`src/rtl/lif_spike_event_fifo_if.sv`:
```
// Spike event readout interface.
// Carries the head-of-queue event from the event FIFO to a host or next-layer block.
//   ev_valid : head event is available (producer -> consumer)
//   ev_ready : consumer accepts the head event (consumer -> producer)
//   ev_ts    : timestamp of the head event
//   ev_vmem  : membrane snapshot of the head event
interface lif_spike_event_fifo_if #(
   parameter int TS_W = 8,
   parameter int VM_W = 7
);
   logic            ev_valid;
   logic            ev_ready;
   logic [TS_W-1:0] ev_ts;
   logic [VM_W-1:0] ev_vmem;

   modport master (
      output ev_valid,
      output ev_ts,
      output ev_vmem,
      input  ev_ready
   );

   modport slave (
      input  ev_valid,
      input  ev_ts,
      input  ev_vmem,
      output ev_ready
   );
endinterface

```
`src/rtl/lif_spike_event_fifo.sv`:
```
// LIF spike event FIFO.
// Turns rising edges of the neuron spike output into timestamped events
// {ts, v_mem snapshot} and queues them for readout over a valid/ready handshake.
// Events that arrive while the queue is full are dropped and recorded in a sticky
// overflow flag and a saturating drop counter.
// Ports:
//   clk        : system clock, rising edge
//   reset_n    : asynchronous active-low reset
//   enable     : gates the timestamp counter and spike capture
//   spike_in   : neuron spike output
//   v_mem_in   : neuron membrane value, sampled on capture
//   clr_ovf    : synchronous clear of overflow and drop_count
//   ev         : event readout handshake (master side)
//   level      : current occupancy, 0..DEPTH
//   overflow   : sticky, at least one event was dropped
//   drop_count : dropped events, saturating at 255
module lif_spike_event_fifo #(
   parameter int DEPTH = 8,
   parameter int TS_W  = 8,
   parameter int VM_W  = 7
) (
   input  logic                     clk,
   input  logic                     reset_n,
   input  logic                     enable,
   input  logic                     spike_in,
   input  logic [VM_W-1:0]          v_mem_in,
   input  logic                     clr_ovf,
   lif_spike_event_fifo_if.master   ev,
   output logic [$clog2(DEPTH):0]   level,
   output logic                     overflow,
   output logic [7:0]               drop_count
);

   localparam int AW = $clog2(DEPTH);
   localparam int PW = AW + 1;
   localparam int EW = TS_W + VM_W;

   logic [TS_W-1:0] ts;
   logic            spike_d;
   logic [PW-1:0]   wr_ptr;
   logic [PW-1:0]   rd_ptr;
   logic [EW-1:0]   mem [DEPTH];
   logic [EW-1:0]   head;

   logic push_req;
   logic pop;
   logic push_ok;
   logic drop;
   logic empty;
   logic full;

   function automatic logic [7:0] sat_inc8(input logic [7:0] c);
      return (c == 8'hFF) ? c : c + 8'd1;
   endfunction

   assign empty = (wr_ptr == rd_ptr);
   assign full  = (wr_ptr[AW] != rd_ptr[AW]) && (wr_ptr[AW-1:0] == rd_ptr[AW-1:0]);

   assign push_req = enable & spike_in & ~spike_d;
   assign pop      = ~empty & ev.ev_ready;
   // A full queue still takes a new event when the head leaves in the same cycle.
   assign push_ok  = push_req & (~full | pop);
   assign drop     = push_req & ~push_ok;

   assign level       = wr_ptr - rd_ptr;
   assign head        = mem[rd_ptr[AW-1:0]];
   assign ev.ev_valid = ~empty;
   // Storage is not reset; masking keeps the head outputs at zero while nothing is queued.
   assign ev.ev_ts    = empty ? '0 : head[EW-1:VM_W];
   assign ev.ev_vmem  = empty ? '0 : head[VM_W-1:0];

   // Capture stage: timestamp counter and spike edge detector.
   always_ff @(posedge clk or negedge reset_n) begin
      if (!reset_n) begin
         ts      <= '0;
         spike_d <= 1'b0;
      end else if (enable) begin
         ts      <= ts + TS_W'(1);
         spike_d <= spike_in;
      end
   end

   // Queue pointers; the extra MSB separates full from empty.
   always_ff @(posedge clk or negedge reset_n) begin
      if (!reset_n) begin
         wr_ptr <= '0;
         rd_ptr <= '0;
      end else begin
         if (push_ok) wr_ptr <= wr_ptr + PW'(1);
         if (pop)     rd_ptr <= rd_ptr + PW'(1);
      end
   end

   // Event storage; the word uses ts before this cycle's increment.
   always_ff @(posedge clk) begin
      if (push_ok) mem[wr_ptr[AW-1:0]] <= {ts, v_mem_in};
   end

   // Drop bookkeeping; a drop in the same cycle as clr_ovf takes priority.
   always_ff @(posedge clk or negedge reset_n) begin
      if (!reset_n) begin
         overflow   <= 1'b0;
         drop_count <= 8'd0;
      end else if (drop) begin
         overflow   <= 1'b1;
         drop_count <= clr_ovf ? 8'd1 : sat_inc8(drop_count);
      end else if (clr_ovf) begin
         overflow   <= 1'b0;
         drop_count <= 8'd0;
      end
   end

endmodule

```
`src/flat_wrapper.sv`:
```
// flat-port wrapper written by rule: the top's interface ports become plain ports
module lif_spike_event_fifo_flat 
#(
   parameter int DEPTH = 8,
   parameter int TS_W  = 8,
   parameter int VM_W  = 7
)
  (clk, reset_n, enable, spike_in, v_mem_in, clr_ovf, level, overflow, drop_count, ev_ev_valid, ev_ev_ts, ev_ev_vmem, ev_ev_ready);
  lif_spike_event_fifo_if #(.TS_W(TS_W), .VM_W(VM_W)) ev_i ();
  input  logic clk;
  input  logic reset_n;
  input  logic enable;
  input  logic spike_in;
  input  logic [VM_W-1:0] v_mem_in;
  input  logic clr_ovf;
  output logic [$clog2(DEPTH):0] level;
  output logic overflow;
  output logic [7:0] drop_count;
  output wire logic [$bits(ev_i.ev_valid)-1:0] ev_ev_valid;
  output wire logic [$bits(ev_i.ev_ts)-1:0] ev_ev_ts;
  output wire logic [$bits(ev_i.ev_vmem)-1:0] ev_ev_vmem;
  input wire logic [$bits(ev_i.ev_ready)-1:0] ev_ev_ready;
  assign ev_ev_valid = ev_i.ev_valid;
  assign ev_ev_ts = ev_i.ev_ts;
  assign ev_ev_vmem = ev_i.ev_vmem;
  assign ev_i.ev_ready = ev_ev_ready;
  lif_spike_event_fifo #(.DEPTH(DEPTH), .TS_W(TS_W), .VM_W(VM_W)) u_core (.clk(clk), .reset_n(reset_n), .enable(enable), .spike_in(spike_in), .v_mem_in(v_mem_in), .clr_ovf(clr_ovf), .ev(ev_i), .level(level), .overflow(overflow), .drop_count(drop_count));
endmodule
```
`config.mk`:
```
export PLATFORM = sky130hd
export DESIGN_NAME = lif_spike_event_fifo_flat
export DESIGN_NICKNAME = d
export VERILOG_FILES = /design/src/rtl/lif_spike_event_fifo_if.sv /design/src/rtl/lif_spike_event_fifo.sv /design/src/flat_wrapper.sv
export SDC_FILE = /design/constraint.sdc
export NUM_CORES = 1
export LEC_CHECK = 0
export BUFFER_PORTS_ARGS = -buffer_cell sky130_fd_sc_hd__clkbuf_2
export CORE_MARGIN = 2
export CORE_UTILIZATION = 54
export CTS_CLUSTER_SIZE = 16
export DETAILED_ROUTE_END_ITERATION = 7
export MAX_ROUTING_LAYER = met4
export PLACE_DENSITY = 0.74
export SLEW_MARGIN = 15
export SYNTH_ARGS = -nofsm -noshare
export SYNTH_HDL_FRONTEND = slang
export SYNTH_SLANG_ARGS = --single-unit
```
`constraint.sdc`:
```
create_clock -name clk -period 3.9 [get_ports clk]
set_clock_uncertainty 0.2 [all_clocks]
set_input_delay 0.39 -clock clk [delete_from_list [all_inputs] [get_ports clk]]
set_output_delay 0.39 -clock clk [all_outputs]
set_load 0.05 [all_outputs]
```
==> results.sh, run 1 <==
export IMPL_io_buffers=41
export IMPL_rsz0062_at_grt="no"
export IMPL_dp_hpwl_um=6995
export IMPL_syn_mean_instance_area_sq_um=17.02
export IMPL_cts_tree="done"
export IMPL_hold_path_class="input port to async pin"
export IMPL_ys_ff_latch=146
export IMPL_routed_wirelength_um=11460
export IMPL_grt_pass1_vias=3217
export IMPL_power_switching_w=0.002288
export IMPL_drive_above_1_share_pct=28.67
export IMPL_drc=0
export IMPL_final_max_slew_viol_count=0
export IMPL_reg2reg_from="u_core.wr_ptr[0]"
export IMPL_dr_pass1_iters=4
export IMPL_path_clk_slew_ps=60
export IMPL_coreArea_sq_um=10790
export IMPL_cts_buffers=17
export IMPL_fin_nets=438
export IMPL_synth_area_top_cells="edfxtp_1 (61%), mux4_2 (11%), dfrtp_1 (11%)"
export IMPL_fmax_ghz=0.3103
export IMPL_worstSetupPathType="register to output port"
export IMPL_timing_final_crit_share_pct=82.62
export IMPL_r2r_slack_ps=1140
export IMPL_htree_levels=4
export IMPL_outcome="finished, final reports clean"
export IMPL_syn_area_sq_um=5923
export IMPL_ir_drop_mv=0.5590
export IMPL_start_util_pct=54.88
export IMPL_synth_top_cell_area_share_pct=60.84
export IMPL_cp_common_cell="inv_1"
export IMPL_tns_ps=0
export IMPL_fin_util_pct=65.51
export IMPL_hold_viol=0
export IMPL_synth_fp_nets=369
export IMPL_max_stage_delay_ps=700
export IMPL_grt_usage_pct=21.71
export IMPL_syn2layout_area_growth_pct=19.37
export IMPL_grt_overflow_total=0
export IMPL_yosys_warnings=0
export IMPL_ys_async_sr_fraction_pct=17.81
export IMPL_period_needed_ps=3222
export IMPL_synth_cells=348
export IMPL_rows=38
export IMPL_multi_input_area_sq_um=1585
export IMPL_p_int_w=0.003640
export IMPL_netlist_top_cells_count="edfxtp_1 (120), nand2_1 (37), mux4_2 (30), dfrtp_1 (26), a21oi_1 (22)"
export IMPL_r2r_cells=6
export IMPL_io_pins=42
export IMPL_cts_max_path_buffers=2
export IMPL_ant_nets=0
export IMPL_synth_main_ff_cell="edfxtp_1"
export IMPL_p_clk_share_pct=27.0
export IMPL_cp_max_fo=16
export IMPL_synth_edf_count=120
export IMPL_tightestPinTransition_ps=745.6
export IMPL_wl_per_cell_um=20.14
export IMPL_gp_congestion=0.8016
export IMPL_power_share_switching_pct=38.60
export IMPL_path_cells="inv_1 -> ha_1 -> and4_1 -> inv_1 -> clkbuf_2"
export IMPL_p_seq_share_pct=35.1
export IMPL_synth_top_area_cell="edfxtp_1"
export IMPL_die_w_um=108.7
export IMPL_ys_seq_area_share_pct=71.82
export IMPL_insertion_delay_ps=510
export IMPL_grt_pass1_wl_um=17600
export IMPL_root_buffer="clkbuf_8"
export IMPL_dieHeight_um=108.7
export IMPL_synth_cell_type_count=35
export IMPL_setup_viol_count_final=0
export IMPL_cts_setup_buffers=0
export IMPL_grt_max_degree=35
export IMPL_viasPerCell=5.615
export IMPL_antenna_found_initial=0
export IMPL_drtIter0Drc=264
export IMPL_final_cells=569
export IMPL_diodes=0
export IMPL_hold_slack_ps=248.5
export IMPL_setup_worst_path_start_class="register"
export IMPL_cts_sinks=146
export IMPL_required_ps=3310
export IMPL_p_comb_share_pct=37.9
export IMPL_dpl_cell_count=526
export IMPL_cts_resized=0
export IMPL_worstReg2RegEnd="u_core.drop_count[5]"
export IMPL_worstPathArrival_ps=2630
export IMPL_dr_total_vias=3195
export IMPL_endpoint_kind="output port"
export IMPL_synth_most_common_cell="edfxtp_1"
export IMPL_ff_latch_area_sq_um=4255
export IMPL_relSlewSlack_pct=50.30
export IMPL_maxCapViolations=0
export IMPL_power_density_nw_per_um2=838.4
export IMPL_p_leak_nw=2.562
export IMPL_dieArea_sq_um=11820
export IMPL_n_fill_cell=722
export IMPL_worst_path_max_delay_cell="and4_1"
routing by layer:
metal	global-route usage [%]	up-vias	share of wire, %	wire, um
met5	-	-	0	0
met4	9.615	0	1.0	118
met3	4.722	9	6.3	718
met2	34.20	96	52	5909
met1	27.42	1603	41	4710
li1	-	1487	-	-
how the worst max path moves through the flow:
stage,startpoint,to,slack [ps],cells past startpoint
global route,u_core.wr_ptr[0],ev_ev_valid,530,5
global placement,u_core.wr_ptr[0],u_core.drop_count[5],1290,6
detailed placement,u_core.wr_ptr[0],u_core.mem[4][3],1120,6
floorplan,u_core.rd_ptr[1],u_core.mem[0][0],150,7
finish,u_core.wr_ptr[0],ev_ev_valid,680,5
CTS,u_core.wr_ptr[0],ev_ev_valid,670,5
power by group through the flow:
stage | clock, W | combinational, W | sequential, W
floorplan | 0 | 0.00177 | 0.00206
global placement | 0 | 0.00224 | 0.00210
detailed placement | 0 | 0.00225 | 0.00211
CTS | 0.00163 | 0.00227 | 0.00208
global route | 0.00170 | 0.00239 | 0.00211
finish | 0.00160 | 0.00225 | 0.00208
per-stage QoR:
stage,setup slack [ps],total power [W],cell area [sq um]
floorplan,147.8,0.003822,5923
global placement,1288,0.004337,6364
detailed placement,1117,0.004365,6364
CTS,671.2,0.005984,7071
global route,525.6,0.006200,7071
finish,677.8,0.005928,7071
cells by family after synthesis:
family,synth area share [%]
compound gates,3.253
xor+xnor,2.366
fa+ha+maj,1.817
buf+inv,1.859
flops,71.82
mux,12.36
simple gates,6.527
worst max-delay path, delay by kind of cell (launching register included):
kind                     cells  cell delay (ps)
adder cells (fa/ha/maj)      1              330
buffers and inverters        3              590
flip-flops                   1              490
AND/OR/NAND/NOR              1              700
final cells by class:
cell class / instances / share of cell area, %
clock buffer: 19 / 5.964
clock inverter: 12 / 2.336
inverter: 12 / 0.6371
multi-input combinational: 174 / 22.42
sequential: 146 / 60.18
tap: 140 / 2.477
timing repair buffer: 66 / 5.981
state kept, by name (all words and copies together), names as in the netlist:
register	count
u_core.mem	120
u_core.drop_count	8
u_core.ts	8
u_core.rd_ptr	4
u_core.wr_ptr	4
u_core.overflow	1
u_core.spike_d	1
what timing repair did:
item | 4_1_cts | 5_1_grt
endpoints found under the hold margin | 93 | 0
hold buffers | 12 | 0
setup endpoints to repair | 0 | 0
cells in the final DEF, fill, tap and decap left out, types with 3 or more instances in the layout:
cell type	instances
nor2_1	9
and3_1	3
mux2_2	5
buf_4	13
o21ai_0	5
edfxtp_1	120
nor3_2	4
xor2_1	3
dlygate4sd3_1	12
o31ai_1	3
mux4_2	30
nand3_1	5
dfrtp_1	25
clkinv_2	5
a21oi_1	22
clkbuf_16	16
bufinv_16	4
ha_1	7
nand4_1	5
xnor2_1	13
clkbuf_2	41
nand2_1	37
inv_1	12
No activity file was read; power rests on OpenSTA's default activity.
==> inputs of run 2 (changes only) <==
--- a/config.mk
+++ b/config.mk
@@ -7,11 +7,11 @@
 export LEC_CHECK = 0
 export BUFFER_PORTS_ARGS = -buffer_cell sky130_fd_sc_hd__clkbuf_2
 export CORE_MARGIN = 2
-export CORE_UTILIZATION = 54
+export CORE_UTILIZATION = 55
 export CTS_CLUSTER_SIZE = 16
 export DETAILED_ROUTE_END_ITERATION = 7
 export MAX_ROUTING_LAYER = met4
-export PLACE_DENSITY = 0.74
+export PLACE_DENSITY = 0.73
 export SLEW_MARGIN = 15
 export SYNTH_ARGS = -nofsm -noshare
 export SYNTH_HDL_FRONTEND = slang
==> constraint.sdc (replaced) <==
create_clock -name clk -period 3.1 [get_ports clk]
set_clock_uncertainty 0.2 [all_clocks]
set_input_delay 0.31 -clock clk [delete_from_list [all_inputs] [get_ports clk]]
set_output_delay 0.31 -clock clk [all_outputs]
set_load 0.05 [all_outputs]
==> run 2 against run 1 <==
  * Critical endpoint unchanged
  * Clock power increased by 23%
  * Sequential share of layout area decreased by 0.28 points
  * Via count increased by 2.3%
  * Cell area increased by 0.46%
  * Largest power group unchanged
  * Core utilization increased by 3.0 points
  * Sequential power increased by 26%
  * First-iteration DRC count decreased by 20%
  * Total power increased by 26%
  * Non-clock buffer count increased by 4
  * Register-to-register slack got worse by 730 ps
==> results.sh, run 2 (synthesized netlist as in run 1, its figures left out) <==
export IMPL_setup_viol_count_final=0
export IMPL_final_max_slew_viol_count=0
export IMPL_rows=37
export IMPL_ff_latch_area_sq_um=4255
export IMPL_path_cells="inv_1 -> ha_1 -> and4_2 -> inv_1 -> clkbuf_2"
export IMPL_worstPathArrival_ps=2370
export IMPL_dieHeight_um=107.8
export IMPL_period_needed_ps=2879
export IMPL_maxCapViolations=0
export IMPL_outcome="finished, final reports clean"
export IMPL_gp_congestion=0.7785
export IMPL_endpoint_kind="output port"
export IMPL_io_buffers=41
export IMPL_hold_path_class="input port to async pin"
export IMPL_htree_levels=4
export IMPL_grt_max_degree=35
export IMPL_pre_cts_slack_ps=406.1
export IMPL_coreArea_sq_um=10370
export IMPL_relSlewSlack_pct=53.90
export IMPL_die_w_um=107.8
export IMPL_multi_input_area_sq_um=1595
export IMPL_grt_overflow_total=0
export IMPL_worstSetupPathType="register to output port"
export IMPL_power_density_nw_per_um2=1049
export IMPL_layout_common_cells="edfxtp_1 (120), clkbuf_2 (41), nand2_1 (37)"
export IMPL_cts_max_path_buffers=2
export IMPL_p_leak_nw=2.575
export IMPL_dp_hpwl_um=6834
export IMPL_cp_common_cell="inv_1"
export IMPL_ir_drop_mv=0.5815
export IMPL_antenna_found_initial=0
export IMPL_dr_total_vias=3268
export IMPL_drtIter0Drc=211
export IMPL_final_common_cell="edfxtp_1"
export IMPL_dieArea_sq_um=11620
export IMPL_io_pins=42
export IMPL_routed_wirelength_um=11630
export IMPL_grt_pass1_wl_um=18400
export IMPL_setup_worst_path_start_class="register"
export IMPL_start_util_pct=57.12
export IMPL_n_fill_cell=709
export IMPL_viasPerCell=5.743
export IMPL_max_stage_delay_ps=510
export IMPL_final_area_sq_um=7103
export IMPL_hold_slack_ps=179.6
export IMPL_drc=0
export IMPL_diodes=0
export IMPL_worst_path_max_delay_cell="dfrtp_1"
export IMPL_grt_pass1_vias=3320
export IMPL_cp_max_fo=16
export IMPL_hold_viol=0
export IMPL_fin_util_pct=68.50
export IMPL_root_buffer="clkbuf_8"
export IMPL_drive_above_1_share_pct=30.02
export IMPL_cts_tree="done"
export IMPL_ant_nets=0
export IMPL_rsz0062_at_grt="no"
export IMPL_required_ps=2590
export IMPL_critPathTopFamily="buffers and inverters"
export IMPL_power_w=0.007452
export IMPL_timing_final_crit_share_pct=92.88
export IMPL_cts_sinks=146
export IMPL_dr_pass1_iters=4
export IMPL_fin_ws_ps=220.8
export IMPL_cts_buffers=17
export IMPL_grt_usage_pct=22.94
export IMPL_largest_reg_flops=120
export IMPL_placed_cell_area_sq_um=6390
export IMPL_wl_per_cell_um=20.43
export IMPL_path_clk_slew_ps=60
export IMPL_syn2layout_area_growth_pct=19.92
export IMPL_fin_nets=442
export IMPL_fmax_ghz=0.3473
export IMPL_insertion_delay_ps=510
export IMPL_cp_num_buf_inv=3
export IMPL_tightestPinTransition_ps=691.5
==> run 2: report_power, final <==
group / total [W] / internal (W) / switching (W)
Clock: 0.00197 / 0.00122 / 0.000754
Sequential: 0.00263 / 0.00240 / 0.000232
Combinational: 0.00285 / 0.000903 / 0.00195
==> run 2: area by class of cell <==
cell class              instances  area share, %
well taps                     136          2.396
inverters                      12         0.6341
clock buffers                  17          5.831
multi-input cells             174          22.46
clock inverters                14          2.308
flip-flops and latches        146          59.91
repair buffers                 70          6.465
==> run 2: per-layer routing <==
metal  routed length [um]  track usage (%)
met1                 4842            29.20
met2                 6100            36.88
met3                  614            5.508
met4                   68            7.509
met5                    0                -
==> run 2: path summary, 6_finish.rpt <==
check / from / endpoint / slack, ps / cells after the start
min in group clk: u_core.wr_ptr[3] / u_core.wr_ptr[3] / 300 / 1
max: u_core.wr_ptr[0] / ev_ev_valid / 220 / 5
max reg2reg: u_core.wr_ptr[0] / u_core.drop_count[5] / 410 / 6
min: reset_n / u_core.drop_count[7] / 180 / 2
min reg2reg: u_core.wr_ptr[3] / u_core.wr_ptr[3] / 300 / 1
max in group asynchronous: reset_n / u_core.rd_ptr[0] / 2040 / 2
==> run 2: worst register-to-register path: cells and delay by family (launching register included) <==
family        cells  cell delay [ps]
simple gates      3             1080
flops             1              510
fa+ha+maj         1              320
mux               1              370
buf+inv           1              110
==> run 2: through the flow <==
stage          setup TNS, ps  std cells
5_1_grt                    0        569
3_3_place_gp               0        525
2_1_floorplan         -12350        348
4_1_cts                    0        569
3_5_place_dp               0        525
6_report                   0        569
==> run 2: what timing repair did <==
item / 4_1_cts / 5_1_grt
buffers inserted: 0 / 0
setup endpoints to repair: 2 / 10
hold endpoints to repair: 99 / 0
resized for setup: 1 / 1
hold buffers: 13 / 0
==> inputs of run 3 (changes only) <==
--- a/config.mk
+++ b/config.mk
@@ -12,6 +12,7 @@
 export DETAILED_ROUTE_END_ITERATION = 7
 export MAX_ROUTING_LAYER = met4
 export PLACE_DENSITY = 0.73
+export RECOVER_POWER = 25
 export SLEW_MARGIN = 15
 export SYNTH_ARGS = -nofsm -noshare
 export SYNTH_HDL_FRONTEND = slang
==> run 3 against run 2 <==
  * Sequential share of layout area is 0.074 points higher
  * Sequential cell count stayed put
  * Cell area is 0.12% lower
  * First-iteration DRC count is 1.9% higher
  * Non-clock buffer count stayed put
==> results.sh, run 3 (synthesized netlist as in run 1, its figures left out) <==
export IMPL_cp_num_buf_inv=3
export IMPL_grt_pass1_vias=3320
export IMPL_tightestPinTransition_ps=694.1
export IMPL_r2r_cells=6
export IMPL_cp_max_fo=16
export IMPL_grt_overflow_total=0
export IMPL_dr_total_vias=3307
export IMPL_drc=0
export IMPL_ir_drop_mv=0.5843
export IMPL_layout_common_cells="edfxtp_1 (120), nand2_1 (37), clkbuf_2 (34)"
export IMPL_cp_depth=5
export IMPL_crit_path_start="u_core.wr_ptr[0]"
export IMPL_cts_max_path_buffers=2
export IMPL_diodes=0
export IMPL_viasPerCell=5.812
export IMPL_grt_pass1_wl_um=18400
export IMPL_wl_per_cell_um=20.61
export IMPL_power_density_nw_per_um2=1052
export IMPL_n_fill_cell=714
export IMPL_dieArea_sq_um=11620
export IMPL_final_common_cell="edfxtp_1"
export IMPL_relSlewSlack_pct=53.73
export IMPL_ff_latch_area_sq_um=4255
export IMPL_fin_nets=442
export IMPL_power_w=0.007465
export IMPL_worstSetupPathType="register to output port"
export IMPL_grt_usage_pct=22.94
export IMPL_maxCapViolations=0
export IMPL_hold_path_class="input port to async pin"
export IMPL_cp_common_cell="inv_1"
export IMPL_cts_sinks=146
export IMPL_dr_pass1_iters=5
export IMPL_reg2reg_from="u_core.wr_ptr[0]"
export IMPL_fmax_ghz=0.3435
export IMPL_root_buffer="clkbuf_8"
export IMPL_insertion_delay_ps=520
export IMPL_rows=37
export IMPL_routed_wirelength_um=11730
export IMPL_cts_buffers=17
export IMPL_drtIter0Drc=215
export IMPL_io_buffers=41
export IMPL_largest_reg_flops=120
export IMPL_required_ps=2590
export IMPL_gp_congestion=0.7785
export IMPL_cts_setup_buffers=0
export IMPL_setup_viol_count_final=0
export IMPL_grt_max_degree=35
export IMPL_path_clk_slew_ps=60
export IMPL_period_needed_ps=2911
export IMPL_worst_path_max_delay_cell="and4_2"
export IMPL_endpoint_kind="output port"
export IMPL_timing_final_crit_share_pct=93.91
export IMPL_dieHeight_um=107.8
export IMPL_multi_input_area_sq_um=1595
export IMPL_worstPathArrival_ps=2400
export IMPL_critPathTopFamily="buffers and inverters"
export IMPL_dp_hpwl_um=6834
export IMPL_rsz0062_at_grt="no"
export IMPL_final_max_slew_viol_count=0
export IMPL_hold_viol=0
export IMPL_setup_worst_path_start_class="register"
export IMPL_cts_tree="done"
export IMPL_syn2layout_area_growth_pct=19.77
export IMPL_die_w_um=107.8
export IMPL_io_pins=42
export IMPL_r2r_slack_ps=410
export IMPL_max_stage_delay_ps=520
export IMPL_htree_levels=4
export IMPL_crit_end="ev_ev_valid"
export IMPL_coreArea_sq_um=10370
export IMPL_path_cells="inv_1 -> ha_1 -> and4_2 -> inv_1 -> clkbuf_2"
export IMPL_drive_above_1_share_pct=28.41
export IMPL_ant_nets=0
export IMPL_tns_ps=0
export IMPL_p_leak_nw=2.554
export IMPL_worstReg2RegEnd="u_core.drop_count[5]"
export IMPL_start_util_pct=57.12
export IMPL_outcome="finished, final reports clean"
export IMPL_antenna_found_initial=0
[run 3: power by group]
group	switching (W)	internal, W
clock network	0.000762	0.00122
logic	0.00196	0.000902
registers	0.000233	0.00240
[run 3: per-layer routing]
metal  wire length (um)  GRT usage, %
met5                  0             -
met4                116         7.509
met3                530         5.508
met2               6143         36.88
met1               4937         29.20
[run 3: worst min path at each step]
stage,to,from,slack (ps)
2_1_floorplan,u_core.drop_count[0],reset_n,-190
3_3_place_gp,u_core.drop_count[7],reset_n,180
3_5_place_dp,u_core.drop_count[7],reset_n,190
4_1_cts,u_core.drop_count[7],reset_n,170
5_1_grt,u_core.drop_count[0],reset_n,210
6_report,u_core.drop_count[7],reset_n,170
[run 3: layout make-up]
cell class	instances	share of cell area [%]
multi-input combinational	174	22.49
clock buffer	17	5.838
timing repair buffer	70	6.349
sequential	146	59.98
clock inverter	14	2.310
inverter	12	0.6349
tap	136	2.399
[run 3: metrics by stage]
stage          utilization, %  instance area (sq um)  hold slack, ps  setup WS (ps)  cells
6_report                68.41                   7094           170.4          188.8    569
5_1_grt                 68.41                   7094           211.7          26.59    569
3_3_place_gp            61.62                   6390           179.0          475.4    525
4_1_cts                 68.46                   7099           172.3          34.22    569
3_5_place_dp            61.62                   6390           189.0          406.1    525
2_1_floorplan               -                   5934          -185.6         -278.9    348
[run 3: worst reg2reg max path, stage by stage, from the launching register on]
cell,delay [ps]
dfrtp_1,510
inv_1,110
ha_1,320
nand4b_1,170
or3_1,550
nor4_1,360
mux2_2,370
[run 3: timing repair]
action / in CTS / in global routing
resized for setup: 1 / 1
hold endpoints to repair: 99 / 0
setup endpoints to repair: 2 / 10
hold buffers: 13 / 0
